<file path="config.mk">
export PLATFORM = sky130hd
export DESIGN_NAME = osc_freq_meter_flat
export DESIGN_NICKNAME = d
export VERILOG_FILES = /design/src/rtl/osc_freq_meter_pkg.sv /design/src/rtl/osc_freq_meter_if.sv /design/src/rtl/osc_edge_sync.sv /design/src/rtl/osc_freq_meter.sv /design/src/flat_wrapper.sv
export SDC_FILE = /design/constraint.sdc
export NUM_CORES = 1
export LEC_CHECK = 0
export CORE_UTILIZATION = 44
export CTS_CLUSTER_DIAMETER = 60
export DETAILED_ROUTE_END_ITERATION = 8
export HOLD_SLACK_MARGIN = 0.06
export PLACE_DENSITY = 0.66
export SLEW_MARGIN = 20
export SYNTH_ARGS = -nofsm -noshare
export SYNTH_HDL_FRONTEND = slang
export SYNTH_SLANG_ARGS = --single-unit
</file>
<file path="constraint.sdc">
create_clock -name clk -period 4.9 [get_ports clk]
set_input_delay 0.98 -clock clk [delete_from_list [all_inputs] [get_ports clk]]
set_output_delay 0.98 -clock clk [all_outputs]
set_load 0.1 [all_outputs]
</file>
<file path="src/rtl/osc_freq_meter_pkg.sv">
// ============================================================================
// Module   : osc_meas_pkg
// Brief    : Shared state encoding and sizing helper for the oscillator meter.
// Revision : 1.0 - initial release
// ============================================================================
`default_nettype none

package osc_meas_pkg;

  typedef enum logic [1:0] {
    IDLE   = 2'd0,
    SETTLE = 2'd1,
    GATE   = 2'd2,
    HOLD   = 2'd3
  } osc_meas_state_t;

  function automatic int gate_cnt_w(input int gate_cycles);
    return $clog2(gate_cycles + 1);
  endfunction

endpackage

`default_nettype wire

</file>
<file path="src/rtl/osc_freq_meter_if.sv">
// ============================================================================
// Module   : osc_freq_meter_if
// Brief    : Control and result handshake bundle between controller and meter.
// Revision : 1.0 - initial release
// ============================================================================
`default_nettype none

interface osc_freq_meter_if #(
  parameter int CNT_W = 16
);

  logic             start;
  logic             continuous;
  logic             busy;
  logic             meas_valid;
  logic             meas_ready;
  logic [CNT_W-1:0] meas_count;
  logic             meas_overflow;

  modport master (
    output start, continuous, meas_ready,
    input  busy, meas_valid, meas_count, meas_overflow
  );

  modport slave (
    input  start, continuous, meas_ready,
    output busy, meas_valid, meas_count, meas_overflow
  );

endinterface

`default_nettype wire

</file>
<file path="src/rtl/osc_edge_sync.sv">
// ============================================================================
// Module   : osc_edge_sync
// Brief    : Synchronises an asynchronous oscillator input and flags rising edges.
// Revision : 1.0 - initial release
// ============================================================================
`default_nettype none

module osc_edge_sync #(
  parameter int SYNC_STAGES = 2
) (
  input  logic clk,
  input  logic rst,
  input  logic osc_i,
  output logic rise_o
);

  logic [SYNC_STAGES-1:0] sync_q;
  logic                   hist_q;

  always_ff @(posedge clk) begin
    if (rst) begin
      sync_q <= '0;
      hist_q <= 1'b0;
    end else begin
      sync_q <= {sync_q[SYNC_STAGES-2:0], osc_i};
      hist_q <= sync_q[SYNC_STAGES-1];
    end
  end

  assign rise_o = sync_q[SYNC_STAGES-1] & ~hist_q;

endmodule

`default_nettype wire

</file>
<file path="src/rtl/osc_freq_meter.sv">
// ============================================================================
// Module   : osc_freq_meter
// Brief    : Counts oscillator rising edges over a fixed reference-clock gate.
// Revision : 1.0 - initial release
// ============================================================================
`default_nettype none

module osc_freq_meter
  import osc_meas_pkg::*;
#(
  parameter int GATE_CYCLES = 1000,
  parameter int CNT_W       = 16,
  parameter int SYNC_STAGES = 2
) (
  input  logic             clk,
  input  logic             rst,
  input  logic             osc_in_i,
  osc_freq_meter_if.slave  meas_if
);

  localparam int               TMR_MAX = (GATE_CYCLES > SYNC_STAGES) ? GATE_CYCLES : SYNC_STAGES;
  localparam int               TMR_W   = gate_cnt_w(TMR_MAX);
  localparam logic [CNT_W-1:0] CNT_MAX = '1;

  osc_meas_state_t  state_q;
  logic [TMR_W-1:0] tmr_q;
  logic [CNT_W-1:0] cnt_q, cnt_d;
  logic             ovf_q, ovf_d;
  logic             busy_q;
  logic             valid_q;
  logic             rise;

  osc_edge_sync #(
    .SYNC_STAGES (SYNC_STAGES)
  ) u_edge_sync (
    .clk    (clk),
    .rst    (rst),
    .osc_i  (osc_in_i),
    .rise_o (rise)
  );

  // Saturating increment; a rise seen at full scale only marks overflow.
  always_comb begin
    cnt_d = cnt_q;
    ovf_d = ovf_q;
    if (state_q == GATE && rise) begin
      if (cnt_q == CNT_MAX) ovf_d = 1'b1;
      else                  cnt_d = cnt_q + 1'b1;
    end
  end

  always_ff @(posedge clk) begin
    if (rst) begin
      state_q <= IDLE;
      tmr_q   <= '0;
      cnt_q   <= '0;
      ovf_q   <= 1'b0;
      busy_q  <= 1'b0;
      valid_q <= 1'b0;
    end else begin
      cnt_q <= cnt_d;
      ovf_q <= ovf_d;
      case (state_q)
        IDLE: begin
          if (meas_if.start || meas_if.continuous) begin
            state_q <= SETTLE;
            busy_q  <= 1'b1;
            tmr_q   <= TMR_W'(SYNC_STAGES);
            cnt_q   <= '0;
            ovf_q   <= 1'b0;
          end
        end
        SETTLE: begin
          if (tmr_q == '0) begin
            state_q <= GATE;
            tmr_q   <= TMR_W'(GATE_CYCLES - 1);
          end else begin
            tmr_q <= tmr_q - 1'b1;
          end
        end
        GATE: begin
          if (tmr_q == '0) begin
            state_q <= HOLD;
            valid_q <= 1'b1;
          end else begin
            tmr_q <= tmr_q - 1'b1;
          end
        end
        HOLD: begin
          if (meas_if.meas_ready) begin
            valid_q <= 1'b0;
            if (meas_if.continuous) begin
              state_q <= SETTLE;
              tmr_q   <= TMR_W'(SYNC_STAGES);
              cnt_q   <= '0;
              ovf_q   <= 1'b0;
            end else begin
              state_q <= IDLE;
              busy_q  <= 1'b0;
            end
          end
        end
        default: begin
          state_q <= IDLE;
          busy_q  <= 1'b0;
          valid_q <= 1'b0;
        end
      endcase
    end
  end

  assign meas_if.busy          = busy_q;
  assign meas_if.meas_valid    = valid_q;
  assign meas_if.meas_count    = cnt_q;
  assign meas_if.meas_overflow = ovf_q;

endmodule

`default_nettype wire
</file>
<file path="src/flat_wrapper.sv">
// flat-port wrapper written by rule: the top's interface ports become plain ports
module osc_freq_meter_flat import osc_meas_pkg::*;
#(
  parameter int GATE_CYCLES = 1000,
  parameter int CNT_W       = 16,
  parameter int SYNC_STAGES = 2
)
  (clk, rst, osc_in_i, meas_if_start, meas_if_continuous, meas_if_meas_ready, meas_if_busy, meas_if_meas_valid, meas_if_meas_count, meas_if_meas_overflow);
  osc_freq_meter_if #(.CNT_W(CNT_W)) meas_if_i ();
  input  logic clk;
  input  logic rst;
  input  logic osc_in_i;
  input wire logic [$bits(meas_if_i.start)-1:0] meas_if_start;
  input wire logic [$bits(meas_if_i.continuous)-1:0] meas_if_continuous;
  input wire logic [$bits(meas_if_i.meas_ready)-1:0] meas_if_meas_ready;
  output wire logic [$bits(meas_if_i.busy)-1:0] meas_if_busy;
  output wire logic [$bits(meas_if_i.meas_valid)-1:0] meas_if_meas_valid;
  output wire logic [$bits(meas_if_i.meas_count)-1:0] meas_if_meas_count;
  output wire logic [$bits(meas_if_i.meas_overflow)-1:0] meas_if_meas_overflow;
  assign meas_if_i.start = meas_if_start;
  assign meas_if_i.continuous = meas_if_continuous;
  assign meas_if_i.meas_ready = meas_if_meas_ready;
  assign meas_if_busy = meas_if_i.busy;
  assign meas_if_meas_valid = meas_if_i.meas_valid;
  assign meas_if_meas_count = meas_if_i.meas_count;
  assign meas_if_meas_overflow = meas_if_i.meas_overflow;
  osc_freq_meter #(.GATE_CYCLES(GATE_CYCLES), .CNT_W(CNT_W), .SYNC_STAGES(SYNC_STAGES)) u_core (.clk(clk), .rst(rst), .osc_in_i(osc_in_i), .meas_if(meas_if_i));
endmodule
</file>
# After elaboration in Yosys (flattened, before gate mapping)
# Index checks and enable logic that the tools add are counted.
# classes
addsub,2
mul,0
n_div,0
n_lt_le_gt_ge,0
eq_ne,11
shift,0
muxes,31
n_bitwise,2
n_reduce_logical,10
# op_table
cell,count
$mux 16,5
$mux 10,5
$pmux 10 s4,1
$pmux 16 s2,1
$add 16x1->16 const B,1
$eq 16x16->1 const B,1
$reduce_and 4->1,3
$mux 1,11
$logic_not 10->1,1
$ne 2x2->1 const B,5
$sub 10x1->10 const B,1
$mux 2,4
$pmux 2 s4,1
$pmux 1 s2,3
$eq 2x2->1 const B,2
$ne 2x1->1 const B,2
$reduce_bool 2->1,2
$reduce_and 3->1,1
$eq 2x1->1 const B,1
$logic_not 2->1,1
$and 1x1->1,1
$logic_and 1x1->1,1
$logic_or 1x1->1,1
$not 1->1,1
# word_totals
reg_bits,34
latchBits,0
mem_bits_rw,0
romBits,0
out_inout_bits,19
memories,0

# Logic depth before layout (Yosys ltp)
# Gate-level depths: netlist of run 1.
# depth
depth_word,7
mapped_depth,8
depth_no_buf,7

# Hierarchy
# From an unflattened synthesis of run 1, not the netlist that was laid out.
# unflattened
hier_cells,233
area_unflattened_um2,1958.1
# by_module_without_submodules
module,n_inst,cells_each,area_per_inst_um2
osc_freq_meter,1,226,1870.5
osc_edge_sync,1,7,87.6

# Worst setup path after synthesis of run 1
# No wires, ideal clock.
# synth_path
kind,register -> register
start,"reg u_core.cnt_q[0], in the netlist u_core.meas_if.meas_count[0]"
end,"reg u_core.cnt_q[14], in the netlist u_core.meas_if.meas_count[14]"
setup_time_ps,141
arrival_time_ps,2368
required_ps,4759
setup_slack_ps,2391
path_stages_with_launch,7
n_path_buf,0
synth_period_minus_slack_ps,2509
path_cell_list,dfxtp_1 > ha_1 > nand2_1 > or4_4 > nor2b_1 > xnor2_1 > a21oi_1
# synth_between
elab_chain_len,6
elab_cells_between_ends,8
classes_between,1 x add/sub; 1 x eq/ne; 6 x mux
# synth_lines
item,line,source
"start, declared",osc_freq_meter.sv:27,"logic [CNT_W-1:0] cnt_q, cnt_d;"
"start signal, assigned",osc_freq_meter.sv:61,cnt_q <= cnt_d;
$add 16x1->16 / $eq 16x16->1 (equally long branches),"osc_freq_meter.sv:48, osc_freq_meter.sv:47",
$mux 16 *,osc_freq_meter.sv:47,if (cnt_q == CNT_MAX) ovf_d = 1'b1;
$mux 16 *,osc_freq_meter.sv:46,if (state_q == GATE && rise) begin
$mux 16,osc_freq_meter.sv:92,if (meas_if.continuous) begin
$mux 16,osc_freq_meter.sv:90,if (meas_if.meas_ready) begin
$pmux 16 s2 *,osc_freq_meter.sv:63,case (state_q)
# Every way passes the cells marked *; elsewhere a longest branch is shown, timed or not.
# A chain may end at the register's enable or synchronous reset.

# Worst setup path in the final report of run 1
# layout_path
start,"reg u_core.cnt_q[8], in the netlist u_core.meas_if.meas_count[8]"
end,out meas_if_meas_count[8]
# layout_lines
item,line,source
"end, declared",flat_wrapper.sv:18,output wire logic [$bits(meas_if_i.meas_count)-1:0] meas_if_meas_count;
# No word-level cell between the ends.

==> results.yml, run 1 <==
drt:
  vias: 1572
  drt-total-wl_um: 3650
  route.antenna.remaining_nets: 0
  drc: 0
  post_drt_wl_per_cell_um: 12.7
  drtPass1Iterations: 4
  via_per_inst: 5.46
  first_iter_violations: 98
global_routing:
  grt_pass1_vias: 1400
  grt_max_degree: 20
  antenna_found_initial: 0
  grt_usage_pct: 18.3
  grt.overflow.total: 0
  grt_pass1_wl_um: 6180
power:
  p_switching_uw: 518
  p_comb_share_pct: 49.3
  ir_worst_vdd_mv: 0.326
  p_sw_share_pct: 44.3
  internal-power_uw: 651
  p_clk_share_pct: 18.1
  p_total_uw: 1170
  seq_power_share_pct: 32.6
  cellLeakagePower_uw: 0.000788
  p_per_area_nw_per_um2: 534
clock_tree:
  clk_pin_slew_ns: 0.07
  clkLatencyLatePin_ns: 0.28
  cts_post_setup_buffers_inserted: 0
  holdBufCountCts: 0
  cts_inserted_buffers: 5
  cts_resized: 0
  cts_tree: "yes"
  clock_tree.buffer_depth: 2
  h-tree-depth: 2
  clkSinkCount: 34
  root_buffer: "clkbuf_8"
min_path:
  hp-start: "u_core.u_edge_sync.sync_q[0]$_SDFF_PP0_"
  min_path_cells: 1
  hold_class: "reg -> reg"
  whs_endpoint: "u_core.u_edge_sync.sync_q[1]$_SDFF_PP0_"
worst_setup_path:
  crit_start: "u_core.meas_if.meas_count[8]$_SDFF_PP0_"
  slowest_delay_ns: 1.18
  r2r_end: "u_core.tmr_q[3]$_SDFFE_PP0P_"
  crit_required_ns: 3.92
  critPathArrivalTime_ns: 1.92
  path_depth: 1
  critPathKind: "reg -> out"
  crit_fanout: 7
  path_delay_family: "buffers and inverters"
  endpoint_kind: "output port"
  cp_slowest_cell: "clkdlybuf4s50_1"
  rrSetupSlack_ns: 2.69
  r2r_cells: 7
  crit_chain: "clkdlybuf4s50_1"
  critPathLaunchType: "flip-flop"
  r2r_start: "u_core.tmr_q[0]$_SDFFE_PP0P_"
  path_buf_inv: 1
die:
  start_util_pct: 45.5
  die-area_um2: 4400
  die_h_um: 66.3
  num_io_pins: 25
  fp.dieW_um: 66.3
  rows: 23
  placeableCoreArea_um2: 4000
sta:
  fmax_mhz: 344
  whs_ns: 0.444
  tightestPinTransition_ns: 0.965
  rsz0062_at_grt: "false"
  setup_viol: 0
  skew_ns: 0.00589
  max_slew_margin_pct: 35.5
  finalHoldViolations: 0
  final.period_utilization_pct: 59.3
  period_needed_ns: 2.90
  setup_tns_ns: 0
  slew_viol_final: 0
yosys:
  async_reset_ff_share_pct: 0
  synth.cell_area_um2: 1820
  yosysUniqueCellTypes: 50
  synth_seq_cells: 34
  ys_seq_area_share_pct: 37.4
  yosys.area.top_type: "dfxtp_1"
  synth-edff-count: 0
  yosysWarnings: 0
  synth-main-ff-cell: "dfxtp_1"
  synth_cells: 211
  synth_nets: 224
  synth_top_area_share_pct: 37.4
  synth_area_leaders: "dfxtp_1 (37%), nor2_1 (5.2%), ha_1 (4.8%)"
  synth_area_per_cell_um2: 8.63
placed_design:
  placedCellCount: 280
  numPortBuffers: 24
  hpwl_um: 2590
  gp_congestion: 0.866
cells_and_area:
  stdcell_count: 288
  antenna_cells: 0
  drive_gt1_share_pct: 8.82
  syn2layout_area_growth_pct: 20.1
  post-route-util_pct: 54.6
  fin_nets: 250
run:
  max-cap-violations: 0
outcome:
  status: "finished, final reports clean"
-- placed cells by master, fill, tap and decap left out, drive strengths merged, types with 2 or more instances in the layout --
master and n:
a211oi 8, a21o 2, a21oi 17, a41o 2
and3 4, clkbuf 7, clkdlybuf4s50 24, dfxtp 34
ha 7, inv 9, mux2i 2, nand2 14
nand2b 3, nand3 10, nand4 4, nor2 25
nor2b 5, nor3 9, nor4 4, o211ai 3
o21ai 9, o31ai 2, o32ai 2, or3 2
or4 2, xnor2 4, xor2 9
-- worst max path at each step --
stage,to,slack (ns)
5_1_grt,meas_if_meas_count[8],1.93
3_3_place_gp,u_core.tmr_q[3]$_SDFFE_PP0P_,2.15
3_5_place_dp,u_core.tmr_q[3]$_SDFFE_PP0P_,2.12
2_1_floorplan,u_core.meas_if.meas_count[14]$_SDFF_PP0_,2.39
6_report,meas_if_meas_count[8],2.00
4_1_cts,meas_if_meas_count[8],1.98
-- state kept, by name, indices dropped and copies added (netlist names) --
register                      flops
u_core.meas_if.meas_count        16
u_core.tmr_q                     10
u_core.state_q                    2
u_core.u_edge_sync.sync_q         2
u_core.meas_if.busy               1
u_core.meas_if.meas_overflow      1
u_core.meas_if.meas_valid         1
u_core.u_edge_sync.hist_q         1
-- per-stage QoR --
| stage | cell area (um^2) | setup WS (ns) |
|---|---|---|
| 3_3_place_gp | 2090 | 2.15 |
| 2_1_floorplan | 1820 | 2.39 |
| 5_1_grt | 2190 | 1.93 |
| 6_report | 2190 | 2.00 |
| 4_1_cts | 2190 | 1.98 |
| 3_5_place_dp | 2090 | 2.12 |
-- cell type report --
type,instances,area (um^2)
Clock buffer,7,86.3
Clock inverter,1,5.00
Sequential cell,34,681
Inverter,9,33.8
Multi-Input combinational cell,162,1070
Fill cell,375,1810
Timing Repair Buffer,25,248
Tap cell,50,62.6
-- power groups by stage --
stage	logic [uW]	registers, uW	clock network [uW]
after floorplan	431	416	0
after global placement	569	385	0
after detailed placement	571	386	0
after CTS	574	379	220
after global routing	641	386	234
final	576	381	211
-- cells in the mapped netlist, types with 4 or more instances --
library cell / count
a211oi_1: 7
a21oi_1: 16
and3_1: 4
dfxtp_1: 34
ha_1: 7
inv_1: 9
nand2_1: 14
nand3_1: 10
nor2_1: 25
nor2b_1: 5
nor3_1: 7
o21ai_0: 6
xnor2_1: 4
xor2_1: 9
-- cells by family after synthesis --
kind of cell	count (synthesis)	share of synthesized area, %
XOR/XNOR	13	6.25
AND/OR/NAND/NOR	87	26.4
multiplexers	2	1.10
flip-flops	34	37.4
AO/OA/AOI/OAI	53	20.2
buffers and inverters	15	3.85
adder cells (fa/ha/maj)	7	4.81
-- per-layer routing --
layer | up-vias | part of all wire, % | track usage, %
li1 | 821 | - | -
met1 | 723 | 50 | 22.7
met2 | 23 | 46 | 28.7
met3 | 5 | 2.8 | 5.86
met4 | 0 | 1.6 | 7.98
met5 | - | 0 | 0
No activity file was read; power rests on OpenSTA's default activity.
==> run 2: changes to the inputs <==
==> constraint.sdc (replaced) <==
create_clock -name clk -period 2.7 [get_ports clk]
set_input_delay 0.54 -clock clk [delete_from_list [all_inputs] [get_ports clk]]
set_output_delay 0.54 -clock clk [all_outputs]
set_load 0.1 [all_outputs]
==> run 2 against run 1 <==
Effect of this change:
- die area is the same
- via count grew 0.51%
- sequential power grew 80%
- sequential share of layout area grew 0.16 points
- setup slack lost 1.4 ns
==> results.yml, run 2 (synthesis gave the netlist of run 1 again) <==
drt:
  drt-total-wl_um: 3700
  route.antenna.remaining_nets: 0
  first_iter_violations: 72
  post_drt_wl_per_cell_um: 12.8
  via_per_inst: 5.47
  drtPass1Iterations: 4
  vias: 1580
  drc: 0
clock_tree:
  clk_pin_slew_ns: 0.07
  clock_tree.buffer_depth: 2
  root_buffer: "clkbuf_8"
  h-tree-depth: 2
  clkSinkCount: 34
  cts_inserted_buffers: 5
  holdBufCountCts: 0
  cts_resized: 0
  cts_tree: "yes"
  cts_post_setup_buffers_inserted: 0
  clkLatencyLatePin_ns: 0.28
worst_setup_path:
  r2r_end: "u_core.meas_if.meas_count[14]$_SDFF_PP0_"
  endpoint_kind: "flip-flop"
  crit_fanout: 7
  critPathLaunchType: "flip-flop"
  critPathKind: "reg -> reg"
  r2r_cells: 7
  crit_required_ns: 2.87
  critPathArrivalTime_ns: 2.23
  r2r_start: "u_core.state_q[0]$_SDFFE_PP0P_"
  rrSetupSlack_ns: 0.64
sta:
  period_needed_ns: 2.06
  max_slew_margin_pct: 63.6
  rsz0062_at_grt: "false"
  final.period_utilization_pct: 76.4
  setup_viol: 0
  setup_tns_ns: 0
  finalHoldViolations: 0
  tightestPinTransition_ns: 0.542
  slew_viol_final: 0
  skew_ns: 0.00477
  fmax_mhz: 485
die:
  placeableCoreArea_um2: 4000
  die-area_um2: 4400
  die_h_um: 66.3
  rows: 23
  start_util_pct: 45.5
  fp.dieW_um: 66.3
  num_io_pins: 25
cells_and_area:
  syn2layout_area_growth_pct: 19.5
  stdcell_count: 289
  drive_gt1_share_pct: 17.6
  final_common_cell: "dfxtp_1"
  multi_input_area_um2: 1070
  num-fill-cells: 395
  largest_register_ffs: 16
  fin_nets: 252
  seq_area_um2: 681
  layout_common_cells: "dfxtp_1 (34), nor2_1 (25), buf_4 (22)"
  antenna_cells: 0
min_path:
  hp-start: "u_core.u_edge_sync.sync_q[0]$_SDFF_PP0_"
  hold_class: "reg -> reg"
  whs_endpoint: "u_core.u_edge_sync.sync_q[1]$_SDFF_PP0_"
  min_path_cells: 1
placed_design:
  placedCellCount: 282
  hpwl_um: 2660
  numPortBuffers: 24
  gp_congestion: 0.840
global_routing:
  grt.overflow.total: 0
  grt_max_degree: 18
  antenna_found_initial: 0
  grt_usage_pct: 19.0
  grt_pass1_wl_um: 6340
  grt_pass1_vias: 1423
power:
  p_per_area_nw_per_um2: 1020
  p_total_uw: 2210
  ir_worst_vdd_mv: 0.566
  cellLeakagePower_uw: 0.000844
outcome:
  status: "finished, final reports clean"
run:
  max-cap-violations: 0
-- run 2: cell types whose count changed in the layout (fill, tap and decap cells not counted) --
| cell | delta |
|---|---|
| bufinv_16 | +1 |
| clkdlybuf4s50_1 | -19 |
| clkbuf_1 | -1 |
| buf_4 | +21 |
| clkinv_2 | -1 |
-- run 2: critical path, stage by stage, from the launching register on --
cell	delay, ns
dfxtp_1	0.33
inv_1	0.11
ha_1	0.37
nand3b_2	0.18
or4_4	0.57
nor2b_1	0.16
xnor2_1	0.14
a21oi_1	0.08
-- run 2: worst max-delay path by stage --
stage                                            start                                       end  slack (ns)  cells past startpoint
2_1_floorplan  u_core.meas_if.meas_count[0]$_SDFF_PP0_  u_core.meas_if.meas_count[14]$_SDFF_PP0_        0.19                      6
3_3_place_gp                             meas_if_start  u_core.meas_if.meas_count[12]$_SDFF_PP0_        0.59                      7
3_5_place_dp                             meas_if_start  u_core.meas_if.meas_count[12]$_SDFF_PP0_        0.55                      7
4_1_cts                 u_core.state_q[0]$_SDFFE_PP0P_  u_core.meas_if.meas_count[15]$_SDFF_PP0_        0.63                      7
5_1_grt                 u_core.state_q[0]$_SDFFE_PP0P_  u_core.meas_if.meas_count[13]$_SDFF_PP0_        0.40                      7
6_report                u_core.state_q[0]$_SDFFE_PP0P_  u_core.meas_if.meas_count[14]$_SDFF_PP0_        0.64                      7
-- run 2: metal layers --
layer  wire, um  vias up  global-route usage (%)
li1           -      821                       -
met1       1750      726                    22.9
met2       1760       28                    30.1
met3        143        5                    6.55
met4         52        0                    8.78
met5          0        -                       0
-- run 2: per-stage QoR --
stage                     hold WS [ns]  setup WS [ns]  utilization, %  instance area [um^2]
after floorplan                  0.414          0.191               -                  1820
after global placement           0.427          0.591            51.5                  2060
after detailed placement         0.428          0.548            51.5                  2060
after CTS                        0.445          0.635            54.4                  2170
after global routing             0.474          0.399            54.4                  2170
final                            0.443          0.637            54.4                  2170
-- run 2: cell type report --
cell class | count | share of cell area (%)
clock buffer | 6 | 3.80
inverter | 9 | 1.55
tap | 50 | 2.88
multi-input combinational | 162 | 49.2
sequential | 34 | 31.3
clock inverter | 1 | 1.38
timing repair buffer | 27 | 9.90
-- run 2: power breakdown --
group          leakage [uW]  switching [uW]  internal [uW]
Clock             0.0000573             176            295
Sequential         0.000276             103            585
Combinational      0.000511             660            395
==> run 3: changes to the inputs <==
--- a/config.mk
+++ b/config.mk
@@ -9,7 +9,7 @@
 export CTS_CLUSTER_DIAMETER = 60
 export DETAILED_ROUTE_END_ITERATION = 8
 export HOLD_SLACK_MARGIN = 0.06
-export PLACE_DENSITY = 0.66
+export PLACE_DENSITY = 0.69
 export SLEW_MARGIN = 20
 export SYNTH_ARGS = -nofsm -noshare
 export SYNTH_HDL_FRONTEND = slang
==> constraint.sdc (replaced) <==
create_clock -name clk -period 1.7 [get_ports clk]
set_input_delay 0.34 -clock clk [delete_from_list [all_inputs] [get_ports clk]]
set_output_delay 0.34 -clock clk [all_outputs]
set_load 0.1 [all_outputs]
==> run 3 against run 2 <==
Effect of this change:
- the flow now finishes with violations (setup timing)
- design area increased by 42%
- wire length increased by 33%
- critical endpoint is now u_core.meas_if.meas_count[15]$_SDFF_PP0_
- via count increased by 18%
- sequential share of layout area decreased by 7.1 points
- die area unchanged
- sequential cell count unchanged
- hold slack improved by 0.021 ns
- final cell count increased by 18%
- register-to-register slack got worse by 0.67 ns
==> results.yml, run 3 (synthesis gave the netlist of run 1 again) <==
min_path:
  hp-start: "u_core.u_edge_sync.sync_q[0]$_SDFF_PP0_"
  whs_endpoint: "u_core.u_edge_sync.sync_q[1]$_SDFF_PP0_"
  hold_class: "reg -> reg"
  min_path_cells: 1
sta:
  whs_ns: 0.464
  setup_tns_ns: -0.0361
  rsz0062_at_grt: "true"
  setup_viol: 2
  fmax_mhz: 576
  finalHoldViolations: 0
  skew_ns: 0.00751
  fin_ws_ns: -0.0359
  slew_viol_final: 0
  period_needed_ns: 1.74
  final.period_utilization_pct: 102
  max_slew_margin_pct: 76.5
  tightestPinTransition_ns: 0.353
worst_setup_path:
  rrSetupSlack_ns: -0.04
  r2r_cells: 9
  r2r_end: "u_core.meas_if.meas_count[15]$_SDFF_PP0_"
  crit_required_ns: 1.88
  critPathArrivalTime_ns: 1.92
  endpoint_kind: "flip-flop"
  critPathKind: "reg -> reg"
  r2r_start: "u_core.state_q[0]$_SDFFE_PP0P_"
  crit_fanout: 5
  critPathLaunchType: "flip-flop"
global_routing:
  antenna_found_initial: 0
  grt_pass1_vias: 1754
  grt.overflow.total: 0
  grt_usage_pct: 23.3
  grt_max_degree: 12
  grt_pass1_wl_um: 7720
die:
  fp.dieW_um: 66.3
  rows: 23
  num_io_pins: 25
  placeableCoreArea_um2: 4000
  die_h_um: 66.3
  die-area_um2: 4400
  start_util_pct: 45.5
outcome:
  violations: "setup timing"
  status: "finished, violations left"
cells_and_area:
  antenna_cells: 0
  fin_nets: 304
  largest_register_ffs: 16
  syn2layout_area_growth_pct: 69.6
  drive_gt1_share_pct: 49.3
  layout_common_cells: "buf_4 (50), nor2_1 (21), buf_12 (20)"
  final_common_cell: "buf_4"
  finalInstanceArea_um2: 3090
placed_design:
  gp_congestion: 0.868
  numPortBuffers: 24
  hpwl_um: 3330
  placed_cell_area_um2: 2790
clock_tree:
  root_buffer: "clkbuf_8"
  holdBufCountCts: 0
  clk_pin_slew_ns: 0.07
  clkSinkCount: 34
  clock_tree.buffer_depth: 2
  h-tree-depth: 2
  cts_inserted_buffers: 5
  cts_tree: "yes"
  clkLatencyLatePin_ns: 0.29
drt:
  post_drt_wl_per_cell_um: 14.4
  via_per_inst: 5.47
  drtPass1Iterations: 5
  drt-total-wl_um: 4930
  vias: 1871
  drc: 0
  route.antenna.remaining_nets: 0
  first_iter_violations: 120
power:
  ir_worst_vdd_mv: 1.47
  p_total_uw: 4550
  cellLeakagePower_uw: 0.00123
  p_per_area_nw_per_um2: 1470
run:
  max-cap-violations: 0
run 3: cell types whose count changed in the layout (fill, tap and decap cells not counted), sizes merged:
cell / before / now
clkbuf: 6 / 8
bufinv: 1 / 0
buf: 22 / 74
run 3: repair_timing:
| action | CTS | global route |
|---|---|---|
| setup endpoints to repair | 28 | 27 |
| pin swaps | 3 | 12 |
| resized for setup | 14 | 30 |
| gates cloned | 1 | 0 |
| setup buffers | 1 | 5 |
run 3: worst max-delay path by stage:
stage / from / to / slack [ns] / cells after the start
3_5_place_dp: meas_if_start / u_core.tmr_q[3]$_SDFFE_PP0P_ / -0.25 / 7
6_report: u_core.state_q[0]$_SDFFE_PP0P_ / u_core.meas_if.meas_count[15]$_SDFF_PP0_ / -0.04 / 9
2_1_floorplan: u_core.meas_if.meas_count[9]$_SDFF_PP0_ / u_core.meas_if.meas_overflow$_SDFF_PP0_ / -0.19 / 5
4_1_cts: u_core.state_q[1]$_SDFFE_PP0P_ / u_core.meas_if.meas_count[13]$_SDFF_PP0_ / -0.03 / 9
5_1_grt: u_core.state_q[0]$_SDFFE_PP0P_ / u_core.meas_if.meas_count[15]$_SDFF_PP0_ / -0.19 / 9
3_3_place_gp: meas_if_start / u_core.tmr_q[3]$_SDFFE_PP0P_ / -0.23 / 7
run 3: metal layers:
metal  vias up  GRT usage, %  wire [um]
met3         8          4.66        191
met5         -             0          0
met4         0          10.1         82
li1        932             -          -
met1       876          27.8       2020
met2        55          40.2       2640
run 3: area by class of cell:
type | count | area [um^2]
well taps | 50 | 62.6
repair buffers | 79 | 887
fillers | 263 | 912
flip-flops and latches | 34 | 748
clock buffers | 8 | 90.1
inverters | 9 | 36.3
multi-input cells | 162 | 1260
run 3: worst max-delay path: stages (launching register included):
cell,delay (ns)
dfxtp_2,0.34
inv_4,0.07
ha_4,0.13
nand3b_2,0.08
buf_4,0.17
nor4_4,0.28
buf_4,0.17
nand3_1,0.10
xor2_1,0.20
a21oi_2,0.08
run 3: metrics by stage:
stage	std cells	util [%]	worst slack, ns
2_1_floorplan	211	-	-0.185
3_3_place_gp	329	69.7	-0.229
3_5_place_dp	329	69.7	-0.252
4_1_cts	339	74.1	-0.0294
5_1_grt	342	77.2	-0.188
6_report	342	77.2	-0.0359
run 3: power by group:
part	switching (uW)	leakage [uW]	internal, uW
sequential	150	0.000291	913
clock	290	0.0000455	330
combinational	1460	0.000896	1410
total	1900	0.00123	2650
